**src/rtl/sabouter_injection_ctrl.sv**
```systemverilog
// Fault-injection step controller feeding the super saboteur: latches one
// configuration, waits for a trigger plus delay, then drives the enables for the programmed window.
module sabouter_injection_ctrl #(
  parameter int WIDTH  = 4,
  parameter int CNT_W  = 16,
  parameter int ICNT_W = 8
) (
  input  logic              i_clk,
  input  logic              i_rst_n,
  input  logic              i_cfg_valid,
  output logic              o_cfg_ready,
  input  logic [WIDTH-1:0]  i_cfg_mask,
  input  logic [1:0]        i_cfg_ctrl,
  input  logic [CNT_W-1:0]  i_cfg_delay,
  input  logic [CNT_W-1:0]  i_cfg_duration,
  input  logic              i_trigger,
  input  logic              i_abort,
  output logic              o_en_super_sabouter,
  output logic [WIDTH-1:0]  o_en_basic_sabouter,
  output logic [1:0]        o_ctrl,
  output logic              o_busy,
  output logic              o_done,
  output logic [ICNT_W-1:0] o_inject_cnt
);

  typedef enum logic [1:0] {
    ST_IDLE   = 2'd0,
    ST_ARMED  = 2'd1,
    ST_WAIT   = 2'd2,
    ST_INJECT = 2'd3
  } state_t;

  localparam logic [CNT_W-1:0]  CNT_ZERO = {CNT_W{1'b0}};
  localparam logic [CNT_W-1:0]  CNT_ONE  = {{(CNT_W-1){1'b0}}, 1'b1};
  localparam logic [ICNT_W-1:0] ICNT_ONE = {{(ICNT_W-1){1'b0}}, 1'b1};

  state_t            state_r;
  state_t            state_s;
  logic [WIDTH-1:0]  mask_r;
  logic [CNT_W-1:0]  dur_r;
  logic [CNT_W-1:0]  dly_cnt_r;
  logic [CNT_W-1:0]  dur_cnt_r;
  logic              accept_s;
  logic              complete_s;
  logic              inject_hold_s;

  // Next-state decode; abort has priority over trigger and over completion.
  always_comb begin
    state_s    = state_r;
    accept_s   = 1'b0;
    complete_s = 1'b0;
    case (state_r)
      ST_IDLE: begin
        if (i_cfg_valid) begin
          accept_s = 1'b1;
          state_s  = ST_ARMED;
        end else begin
          state_s  = ST_IDLE;
        end
      end
      ST_ARMED: begin
        if (i_abort) begin
          state_s = ST_IDLE;
        end else if (i_trigger) begin
          state_s = (dly_cnt_r == CNT_ZERO) ? ST_INJECT : ST_WAIT;
        end else begin
          state_s = ST_ARMED;
        end
      end
      ST_WAIT: begin
        if (i_abort) begin
          state_s = ST_IDLE;
        end else if (dly_cnt_r <= CNT_ONE) begin
          state_s = ST_INJECT;
        end else begin
          state_s = ST_WAIT;
        end
      end
      ST_INJECT: begin
        if (i_abort) begin
          state_s = ST_IDLE;
        end else if ((dur_cnt_r == CNT_ZERO) && (dur_r != CNT_ZERO)) begin
          complete_s = 1'b1;
          state_s    = ST_IDLE;
        end else begin
          state_s    = ST_INJECT;
        end
      end
      default: begin
        state_s = ST_IDLE;
      end
    endcase
  end

  // Enables lag entry into INJECT by one edge so the first enabled cycle
  // lands exactly delay+1 edges after the trigger edge.
  assign inject_hold_s = (state_r == ST_INJECT) && (state_s == ST_INJECT);

  // State register.
  always_ff @(posedge i_clk or negedge i_rst_n) begin
    if (!i_rst_n) begin
      state_r <= ST_IDLE;
    end else begin
      state_r <= state_s;
    end
  end

  // Configuration latch plus delay/duration down-counters.
  always_ff @(posedge i_clk or negedge i_rst_n) begin
    if (!i_rst_n) begin
      mask_r    <= {WIDTH{1'b0}};
      o_ctrl    <= 2'b00;
      dur_r     <= CNT_ZERO;
      dly_cnt_r <= CNT_ZERO;
      dur_cnt_r <= CNT_ZERO;
    end else if (accept_s) begin
      mask_r    <= i_cfg_mask;
      o_ctrl    <= i_cfg_ctrl;
      dur_r     <= i_cfg_duration;
      dly_cnt_r <= i_cfg_delay;
      dur_cnt_r <= i_cfg_duration;
    end else begin
      if ((state_r == ST_WAIT) && (dly_cnt_r != CNT_ZERO)) begin
        dly_cnt_r <= dly_cnt_r - CNT_ONE;
      end
      if ((state_r == ST_INJECT) && (dur_cnt_r != CNT_ZERO)) begin
        dur_cnt_r <= dur_cnt_r - CNT_ONE;
      end
    end
  end

  // Registered status and enable outputs.
  always_ff @(posedge i_clk or negedge i_rst_n) begin
    if (!i_rst_n) begin
      o_cfg_ready         <= 1'b1;
      o_busy              <= 1'b0;
      o_done              <= 1'b0;
      o_en_super_sabouter <= 1'b0;
      o_en_basic_sabouter <= {WIDTH{1'b0}};
      o_inject_cnt        <= {ICNT_W{1'b0}};
    end else begin
      o_cfg_ready         <= (state_s == ST_IDLE);
      o_busy              <= (state_s != ST_IDLE);
      o_done              <= complete_s;
      o_en_super_sabouter <= inject_hold_s;
      o_en_basic_sabouter <= inject_hold_s ? mask_r : {WIDTH{1'b0}};
      if (complete_s && !(&o_inject_cnt)) begin
        o_inject_cnt <= o_inject_cnt + ICNT_ONE;
      end
    end
  end

endmodule

```
**config.mk**
```make
export PLATFORM = sky130hd
export DESIGN_NAME = sabouter_injection_ctrl
export DESIGN_NICKNAME = d
export VERILOG_FILES = /design/src/rtl/sabouter_injection_ctrl.sv
export SDC_FILE = /design/constraint.sdc
export NUM_CORES = 1
export LEC_CHECK = 0
export ABC_AREA = 1
export BUFFER_PORTS_ARGS = -buffer_cell sky130_fd_sc_hd__buf_2
export CORE_UTILIZATION = 52
export CTS_CLUSTER_SIZE = 8
export DETAILED_ROUTE_END_ITERATION = 8
export PLACE_DENSITY_LB_ADDON = 0.25
export SKIP_CTS_REPAIR_TIMING = 1
export SLEW_MARGIN = 20
export SYNTH_ARGS = -nofsm -noshare
export SYNTH_HDL_FRONTEND = slang
export SYNTH_SLANG_ARGS = --single-unit
```
**constraint.sdc**
```tcl
create_clock -name i_clk -period 1.52 [get_ports i_clk]
set_clock_uncertainty 0.05 [all_clocks]
set_input_delay 0.228 -clock i_clk [delete_from_list [all_inputs] [get_ports i_clk]]
set_output_delay 0.228 -clock i_clk [all_outputs]
set_load 0.01 [all_outputs]
```
After elaboration in Yosys (flattened, before gate mapping):

Cells that the tools add are included.

* divide/modulo/power cells: 0
* shifts and indexed selects: 0
* muxes and demuxes: 19
* magnitude comparators: 1
* reductions and logical operators: 17
* add/sub/neg operators: 3
* equality and inequality tests: 4
* $mul: 0
* bitwise operators: 0

Operators with widths (number)
* $mux 16: 4
* $reduce_bool 16->1: 3
* $logic_not 16->1: 2
* $sub 16x1->16 const B: 2
* $le 16x1->1 const B: 1
* $mux 2: 5
* $add 8x1->8 const B: 1
* $mux 1: 8
* $pmux 2 s4: 1
* $reduce_and 8->1: 1
* $eq 2x2->1 const B: 3
* $reduce_bool 2->1: 3
* $logic_and 1x1->1: 5
* $logic_not 2->1: 2
* $mux 4: 1
* $eq 2x1->1 const B: 1
* $logic_not 1->1: 1

* input port bits: 43
* memories: 0
* output and inout bits: 18
* bits in registers: 72
* logic and storage cells: 56
* latch bits: 0
* memory bits (writable): 0
* bits in read-only memories: 0

Depth between registers and ports, before layout:

Gate-level depths: netlist of run 1.

* word-level depth: 8
* mapped depth: 11
* depth with buffers taken out: 11

Worst setup path after synthesis of run 1:

OpenSTA, ideal clock, no wires.

* path type: reg-to-reg
* from: register dur_cnt_r[0]
* to: register o_inject_cnt[2]
* arrival time: 1.384 ns
* required time: 1.349 ns
* clock period less this slack: 1.555 ns
* setup slack: -0.035 ns
* stages on the path, launching flop included: 10
* path buffers: 0
* setup time: 0.121 ns
* path through: dfrtp_1 -> inv_1 -> ha_1 -> nand2_1 -> nor2_1 -> nand2_1 -> nor2_4 -> nand4_4 -> o21bai_1 -> nand2_1

* word-level cells in the longest chain between the ends: 6

Ends and longest elaborated chain
* from (decl): RTL line 42 `logic [CNT_W-1:0] dur_cnt_r;`
* from (signal assigned): RTL line 121 `dur_cnt_r <= i_cfg_duration;`
* from (signal assigned): RTL line 127 `dur_cnt_r <= dur_cnt_r - CNT_ONE;`
* $logic_not 16->1: RTL line 82 `end else if ((dur_cnt_r == CNT_ZERO) && (dur_r != CNT_ZERO)) begin`
* $logic_and 1x1->1: RTL line 82
* $mux 1: RTL line 82
* $mux 1: RTL line 80 `if (i_abort) begin`
* $mux 1: RTL line 52 `case (state_r)`
* $logic_and 1x1->1: RTL line 147 `if (complete_s && !(&o_inject_cnt)) begin`
* to (signal assigned): RTL line 140 `o_inject_cnt <= {ICNT_W{1'b0}};`
* to (signal assigned): RTL line 148 `o_inject_cnt <= o_inject_cnt + ICNT_ONE;`
* to (decl): RTL line 23 `output logic [ICNT_W-1:0] o_inject_cnt`

No other way between the ends.
A chain may end at the register's enable or synchronous reset.

Worst setup path after layout of run 1:

* from: register dur_cnt_r[1]
* to: register o_inject_cnt[2]

Same word-level chain as after synthesis.

==> results of run 1 <==
==> worst max-delay path, stage by stage, from the launching register on <==
cell and delay (ns):
dfrtp_1 0.39, inv_2 0.09, ha_4 0.16, nand2_2 0.06, nor2_2 0.12, nand2_2 0.09, nor2_4 0.18, nand3_2 0.10
nor2_4 0.17, nand3_1 0.11, nand2_1 0.08
==> through the flow <==
step | TNS, ns | instance area [um2] | utilization | std cells
after floorplan | -0.115 | 4220 | - | 560
after global placement | -1.12 | 5080 | 0.655 | 774
after detailed placement | -2.86 | 5080 | 0.655 | 774
after CTS | -3.33 | 5260 | 0.677 | 790
after global routing | -4.83 | 5820 | 0.750 | 811
final | -1.71 | 5820 | 0.750 | 811
==> final timing paths <==
path	from	to	slack, ns
setup / recovery	dur_cnt_r[1]	o_inject_cnt[2]	-0.14
hold / removal	i_cfg_ctrl[1]	o_ctrl[1]	0.02
setup reg to reg	dur_cnt_r[1]	o_inject_cnt[2]	-0.14
hold reg to reg	dur_r[15]	dur_r[15]	0.43
max in group asynchronous	i_rst_n	o_cfg_ready	0.69
min in group asynchronous	i_rst_n	dly_cnt_r[11]	0.37
==> cell type report <==
type                       instances  area, um2
sequential                        72       1810
clock inverter                     7       47.5
inverter                          59        229
timing repair buffer             144       1040
tap                              102        128
fill                             559       1940
clock buffer                       9        124
multi-input combinational        418       2440
==> cells in the mapped netlist <==
cell	count	area [um2]
a21oi_1	3	15.0
a22oi_1	1	7.51
a31oi_1	2	12.5
buf_1	1	3.75
buf_2	6	30.0
buf_4	2	15.0
buf_6	4	45.0
clkbuf_1	2	7.51
clkinv_2	2	10.0
dfrtp_1	71	1780
dfstp_2	1	26.3
ha_1	5	62.6
inv_1	51	191
inv_2	6	22.5
nand2_1	178	668
nand2_2	3	18.8
nand2_4	5	56.3
nand3_1	51	255
nand3_2	5	50.1
nand3b_1	1	7.51
nand4_1	5	31.3
nand4_4	1	21.3
nor2_1	64	240
nor2_2	18	113
nor2_4	3	33.8
nor3_1	6	30.0
nor3_2	1	10.0
nor4_4	1	21.3
o211ai_1	5	37.5
o211ai_2	3	37.5
o21ai_0	17	85.1
o21ai_1	7	35.0
o21ai_2	7	61.3
o21bai_1	6	45.0
o31ai_1	1	7.51
or2_2	4	25.0
xnor2_1	4	35.0
xor2_1	7	61.3
==> routing by layer <==
layer	vias to the layer above	wire [um]	part of all wire	global-route usage
li1	2065	-	-	-
met1	2068	4980	0.41	0.344
met2	189	6090	0.50	0.433
met3	38	741	0.061	0.0489
met4	0	352	0.029	0.0964
met5	-	0	0	0
==> flip-flops by register name, summed over array words and instances, names as in the netlist <==
| signal | cells |
|---|---|
| dur_cnt_r | 16 |
| state_r | 2 |
| o_cfg_ready | 1 |
| o_ctrl | 2 |
| o_en_super_sabouter | 1 |
| o_en_basic_sabouter | 4 |
| dly_cnt_r | 16 |
| o_inject_cnt | 8 |
| mask_r | 4 |
| dur_r | 16 |
| o_done | 1 |
| o_busy | 1 |
==> report_power, final <==
| part | internal (uW) | total [uW] | switching (uW) |
|---|---|---|---|
| registers | 2700 | 3290 | 593 |
| logic | 2870 | 6570 | 3700 |
| clock network | 591 | 1370 | 780 |
| total | 6160 | 11200 | 5070 |
==> cell families (layout without fill, tap and decap cells) <==
| group | after synthesis | after routing | share of synthesized area |
|---|---|---|---|
| buffers and inverters | 74 | 219 | 0.0772 |
| DFF | 72 | 72 | 0.428 |
| and+or+nand+nor | 346 | 350 | 0.375 |
| xor gates and xnor gates | 11 | 11 | 0.0229 |
| AOI/OAI and AO/OA | 52 | 52 | 0.0817 |
| adders and majority gates | 5 | 5 | 0.0149 |
==> qor.yml, run 1 <==
synth:
  avgSynthCellArea_um2: 7.52
  synthCells: 560
  synth.cell_area_mm2: 0.00421
  synth_warnings: 0
  yosysSeqAreaShare: 0.428
  syn-num-nets: 608
  ys_seq_elements: 72
  ys_types: 38
grt:
  grt_max_degree: 73
  grt_usage: 0.262
  overflow: 0
  antenna_found_initial: 0
  grt_pass1_vias: 3924
  grt_first_pass_wirelength_um: 17500
setup_path:
  reg2reg_depth: 10
  cp_max_fo: 6
  cp_data_arrival_time_ns: 1.90
  cp-end-kind: "flip-flop"
  cp.required_ns: 1.76
  crit_type: "reg2reg"
  cp-start-kind: "flip-flop"
floorplan:
  die_w_um: 92.0
  start_util: 0.542
  rows: 32
  dieArea_mm2: 0.00847
  core_area_mm2: 0.00777
  die_h_um: 92.0
  ios: 61
sta:
  setup_violations: 31
  finalCritPeriodShare: 1.09
  fmax_mhz: 604
  holdWs_ns: 0.0170
  slew_headroom: 0.730
  hold_viol_final: 0
  min_period_ns: 1.66
  maxSlewViolCount: 0
  rsz0062_at_grt: "yes"
  worst_slack_ns: -0.135
  tightestPinTransition_ns: 0.405
run_status:
  violations: "negative setup slack"
  status: "finished with violations"
min_path:
  min_path_cells: 3
  hp-class: "in2reg"
detailed_routing:
  antenna_left: 0
  routed_via_density: 5.38
  drt_wl_total_um: 12200
  route.detailed.drc: 0
  wl_per_cell_um: 15.0
  via_count: 4360
  first_pass_iters: 5
  drtIter0Drc: 311
clocking:
  clockBufferDepth: 2
  htree_levels: 3
  cts_num_sinks: 72
  clkTransAtPathRegs_ns: 0.08
  cts_root_buf: "clkbuf_8"
  cts_buffers: 9
  cts_tree: "done"
  insertion_delay_ns: 0.36
run:
  maxCapViolCount: 0
layout:
  drive_gt1_frac: 0.396
  nNetsFinal: 752
  most-common-layout-cells: "167 x nand2_1, 69 x buf_4, 67 x dfrtp_1, 60 x buf_2, 48 x nor2_1"
  final_common_cell: "nand2_1"
  synthToLayoutAreaGrowth_pct: 38.2
  antenna_cells: 0
placement:
  place_congestion: 0.891
  post-place-ws_ns: -0.179
  dp_hpwl_um: 7480
  io_buffers: 60
power:
  p_leak_uw: 0.00293
  power_density_mw_per_mm2: 1930
  power_uw: 11200
  ir_drop_mv: 1.11
No activity file was read; power rests on OpenSTA's default activity.
==> run 2: changes to the inputs <==
--- a/config.mk
+++ b/config.mk
@@ -5,14 +5,14 @@
 export SDC_FILE = /design/constraint.sdc
 export NUM_CORES = 1
 export LEC_CHECK = 0
-export ABC_AREA = 1
+export ABC_AREA = 0
 export BUFFER_PORTS_ARGS = -buffer_cell sky130_fd_sc_hd__buf_2
-export CORE_UTILIZATION = 52
+export CORE_UTILIZATION = 51
 export CTS_CLUSTER_SIZE = 8
 export DETAILED_ROUTE_END_ITERATION = 8
 export PLACE_DENSITY_LB_ADDON = 0.25
 export SKIP_CTS_REPAIR_TIMING = 1
-export SLEW_MARGIN = 20
+export SLEW_MARGIN = 40
 export SYNTH_ARGS = -nofsm -noshare
 export SYNTH_HDL_FRONTEND = slang
 export SYNTH_SLANG_ARGS = --single-unit
==> run 2 against run 1 <==
The run still ends with negative setup slack left. Synthesized cell count fell by 33%. Register-to-register slack got worse by 0.39 ns. Die area fell by 12%. Highest routed layer unchanged.
==> qor.yml, run 2 <==
synth:
  ys_types: 54  # +42%
  synth.cell_area_mm2: 0.00364  # -13%
  yosysMostFrequentCell: "nand2_1"
  syn-num-nets: 425  # -30%
  synth_edf_count: 0  # unchanged
  yosys.area.top_type: "dfrtp_1"
  synth-async-reset-ratio: 1.00  # unchanged
  netlist_top_cells_area: "dfrtp_1 49%, nand2_1 8.2%, xnor2_1 3.8%, nor2_1 3.4%, o21ai_0 2.7%"
  avgSynthCellArea_um2: 9.67  # +29%
  synthCells: 377  # -33%
  synthTopCellsByCount: "80 x nand2_1, 71 x dfrtp_1, 33 x nor2_1"
  synth_top_area_frac: 0.487  # +0.0657
  yosysSeqAreaShare: 0.495  # +0.0667
  ys_seq_elements: 72  # unchanged
  synth_ff_type: "dfrtp_1"
  synth_warnings: 0  # unchanged
detailed_routing:
  wl_per_cell_um: 21.8  # +45%
  routed_via_density: 6.05  # +12%
  drtIter0Drc: 382  # +23%
  antenna_left: 0  # unchanged
  drt_wl_total_um: 13900  # +14%
  via_count: 3852  # -12%
  route.detailed.drc: 0  # unchanged
  first_pass_iters: 5  # unchanged
sta:
  slew_headroom: 0.737  # +0.00678
  hold_viol_final: 0  # unchanged
  setup_violations: 50  # +61%
  worst_slack_ns: -0.525  # -0.390 ns
  fmax_mhz: 489  # -19%
  rsz0062_at_grt: "yes"
  min_period_ns: 2.05  # +0.390 ns
  finalCritPeriodShare: 1.35  # +0.257
  maxSlewViolCount: 0  # unchanged
  tightestPinTransition_ns: 0.391  # -0.0138 ns
layout:
  nNetsFinal: 584  # -22%
  final_common_cell: "nand2_1"
  most-common-layout-cells: "73 x nand2_1, 68 x buf_4, 66 x dfrtp_1, 60 x buf_2, 23 x nor2_1"
  fin_cells: 637  # -21%
  num-fill-cells: 307  # -45%
  synthToLayoutAreaGrowth_pct: 63.5
  fin_area_mm2: 0.00596  # +2.3%
  antenna_cells: 0  # unchanged
  biggestRegsByFlops: "dly_cnt_r: 16 flops, dur_cnt_r: 16 flops, dur_r: 16 flops"
  final_util: 0.872  # +0.122
  drive_gt1_frac: 0.556  # +0.160
grt:
  grt_usage: 0.277  # +0.0152
  grt_pass1_vias: 3412  # -13%
  overflow: 0  # unchanged
  antenna_found_initial: 0  # unchanged
  grt_max_degree: 38  # -48%
  grt_first_pass_wirelength_um: 15800  # -9.6%
setup_path:
  max_stage_delay_ns: 0.41  # +0.02 ns
  cp-start-kind: "flip-flop"
  crit_type: "reg2reg"
  reg2reg_from: "dur_cnt_r[5]"
  cpMaxStageDelayCell: "dfrtp_1"
  worstPathCellList: "buf_6, nor4_4, nand2_2, buf_4, buf_6, o21ai_2, xor2_1, o21ai_1"
  cp_data_arrival_time_ns: 2.24  # +0.34 ns
  cp_max_fo: 5  # -1
  crit_top_cell: "buf_6"
  reg2reg_depth: 8  # -2
  cp.required_ns: 1.71  # -0.05 ns
  cp-end-kind: "flip-flop"
  rr_endpoint: "dur_cnt_r[7]"
  reg2reg_setup_slack_ns: -0.53  # -0.39 ns
floorplan:
  ios: 61  # unchanged
  rows: 30  # -6.3%
  start_util: 0.534  # -0.00885
  die_w_um: 86.5  # -6.0%
  die_h_um: 86.5  # -6.0%
  dieArea_mm2: 0.00749  # -12%
  core_area_mm2: 0.00683  # -12%
power:
  power.share.switching: 0.388  # -0.0638
  internal-power_uw: 4840  # -21%
  seqPwrFrac: 0.378  # +0.085
  combPwrFrac: 0.418  # -0.167
  p_clk_frac: 0.204  # +0.082
  power_density_mw_per_mm2: 1330  # -31%
  p_sw_uw: 3070  # -40%
  p_leak_uw: 0.00264  # -9.9%
  ir_drop_mv: 0.873  # -21%
clocking:
  cts_root_buf: "clkbuf_8"
  cts_tree: "done"
  cts_num_sinks: 72  # unchanged
  clkTransAtPathRegs_ns: 0.09  # about the same
  clockBufferDepth: 2  # unchanged
  cts_buffers: 9  # unchanged
  insertion_delay_ns: 0.37  # about the same
  htree_levels: 3  # unchanged
run:
  maxCapViolCount: 0  # unchanged
placement:
  dp_hpwl_um: 6930  # -7.3%
  place_area_mm2: 0.00490  # -3.6%
  place_congestion: 0.857  # -3.8%
  io_buffers: 60  # unchanged
  dp.cells: 602  # -22%
min_path:
  min_path_cells: 3  # unchanged
  hp-class: "in2reg"
  min_to: "mask_r[2]"
  min-delay-start: "i_cfg_mask[2]"
run_status:
  status: "finished with violations"
  violations: "negative setup slack"
-- run 2: layout make-up --
| type | count | area (um2) | share of cell area |
|---|---|---|---|
| sequential | 72 | 1810 | 0.304 |
| timing repair buffer | 164 | 1340 | 0.225 |
| clock buffer | 9 | 124 | 0.0208 |
| clock inverter | 7 | 77.6 | 0.0130 |
| multi-input combinational | 284 | 2470 | 0.415 |
| inverter | 5 | 18.8 | 0.00315 |
| tap | 96 | 120 | 0.0202 |
-- run 2: worst max-delay path by stage --
stage / from / end / slack (ns)
after floorplan: dur_cnt_r[0] / dur_cnt_r[15] / -0.35
after global placement: dur_cnt_r[0] / state_r[0] / -0.31
after detailed placement: dur_r[8] / o_en_basic_sabouter[3] / -0.40
after CTS: dur_r[8] / o_en_basic_sabouter[0] / -0.43
after global routing: dur_cnt_r[5] / dur_cnt_r[7] / -0.56
final: dur_cnt_r[5] / dur_cnt_r[7] / -0.53
-- run 2: routing by layer --
metal	track usage	up-vias	part of all wire
li1	-	1634	-
met1	0.378	1912	0.40
met2	0.436	247	0.49
met3	0.0600	59	0.074
met4	0.108	0	0.038
met5	0	-	0
-- run 2: power groups by stage --
stage          Combinational [uW]  Clock, uW  Sequential (uW)
6_report                     3300       1610             2990
3_5_place_dp                 2280          0             2860
3_3_place_gp                 2180          0             2830
4_1_cts                      2310       1590             2830
5_1_grt                      3460       1690             3020
2_1_floorplan                1060          0             2900
-- run 2: stage by stage --
stage               TNS [ns]  setup slack [ns]  hold WS [ns]  power, uW
finish                -16.63            -0.525       0.00605       7900
global route          -18.41            -0.564        0.0150       8160
CTS                   -15.89            -0.434        -0.313       6730
detailed placement    -13.98            -0.400        0.0681       5130
global placement      -11.11            -0.307        0.0616       5010
floorplan              -6.85            -0.355        -0.118       3960
-- run 2: critical path, delay by kind of cell, from the launching register on --
kind,cells,cell delay [ns]
AO/OA/AOI/OAI,2,0.28
XOR/XNOR,1,0.22
buffers and inverters,3,0.44
flip-flops,1,0.41
AND/OR/NAND/NOR,2,0.53
-- run 2: kinds of logic (layout without fill, tap and decap cells) --
| group | count (synthesis) | in the layout | share of synthesized area |
|---|---|---|---|
| DFF | 72 | 72 | 0.495 |
| muxes | 3 | 3 | 0.00927 |
| and+or+nand+nor | 196 | 196 | 0.295 |
| xor gates and xnor gates | 25 | 25 | 0.0601 |
| buffers and inverters | 21 | 185 | 0.0292 |
| AOI/OAI and AO/OA | 55 | 55 | 0.0948 |
| adders and majority gates | 5 | 5 | 0.0172 |
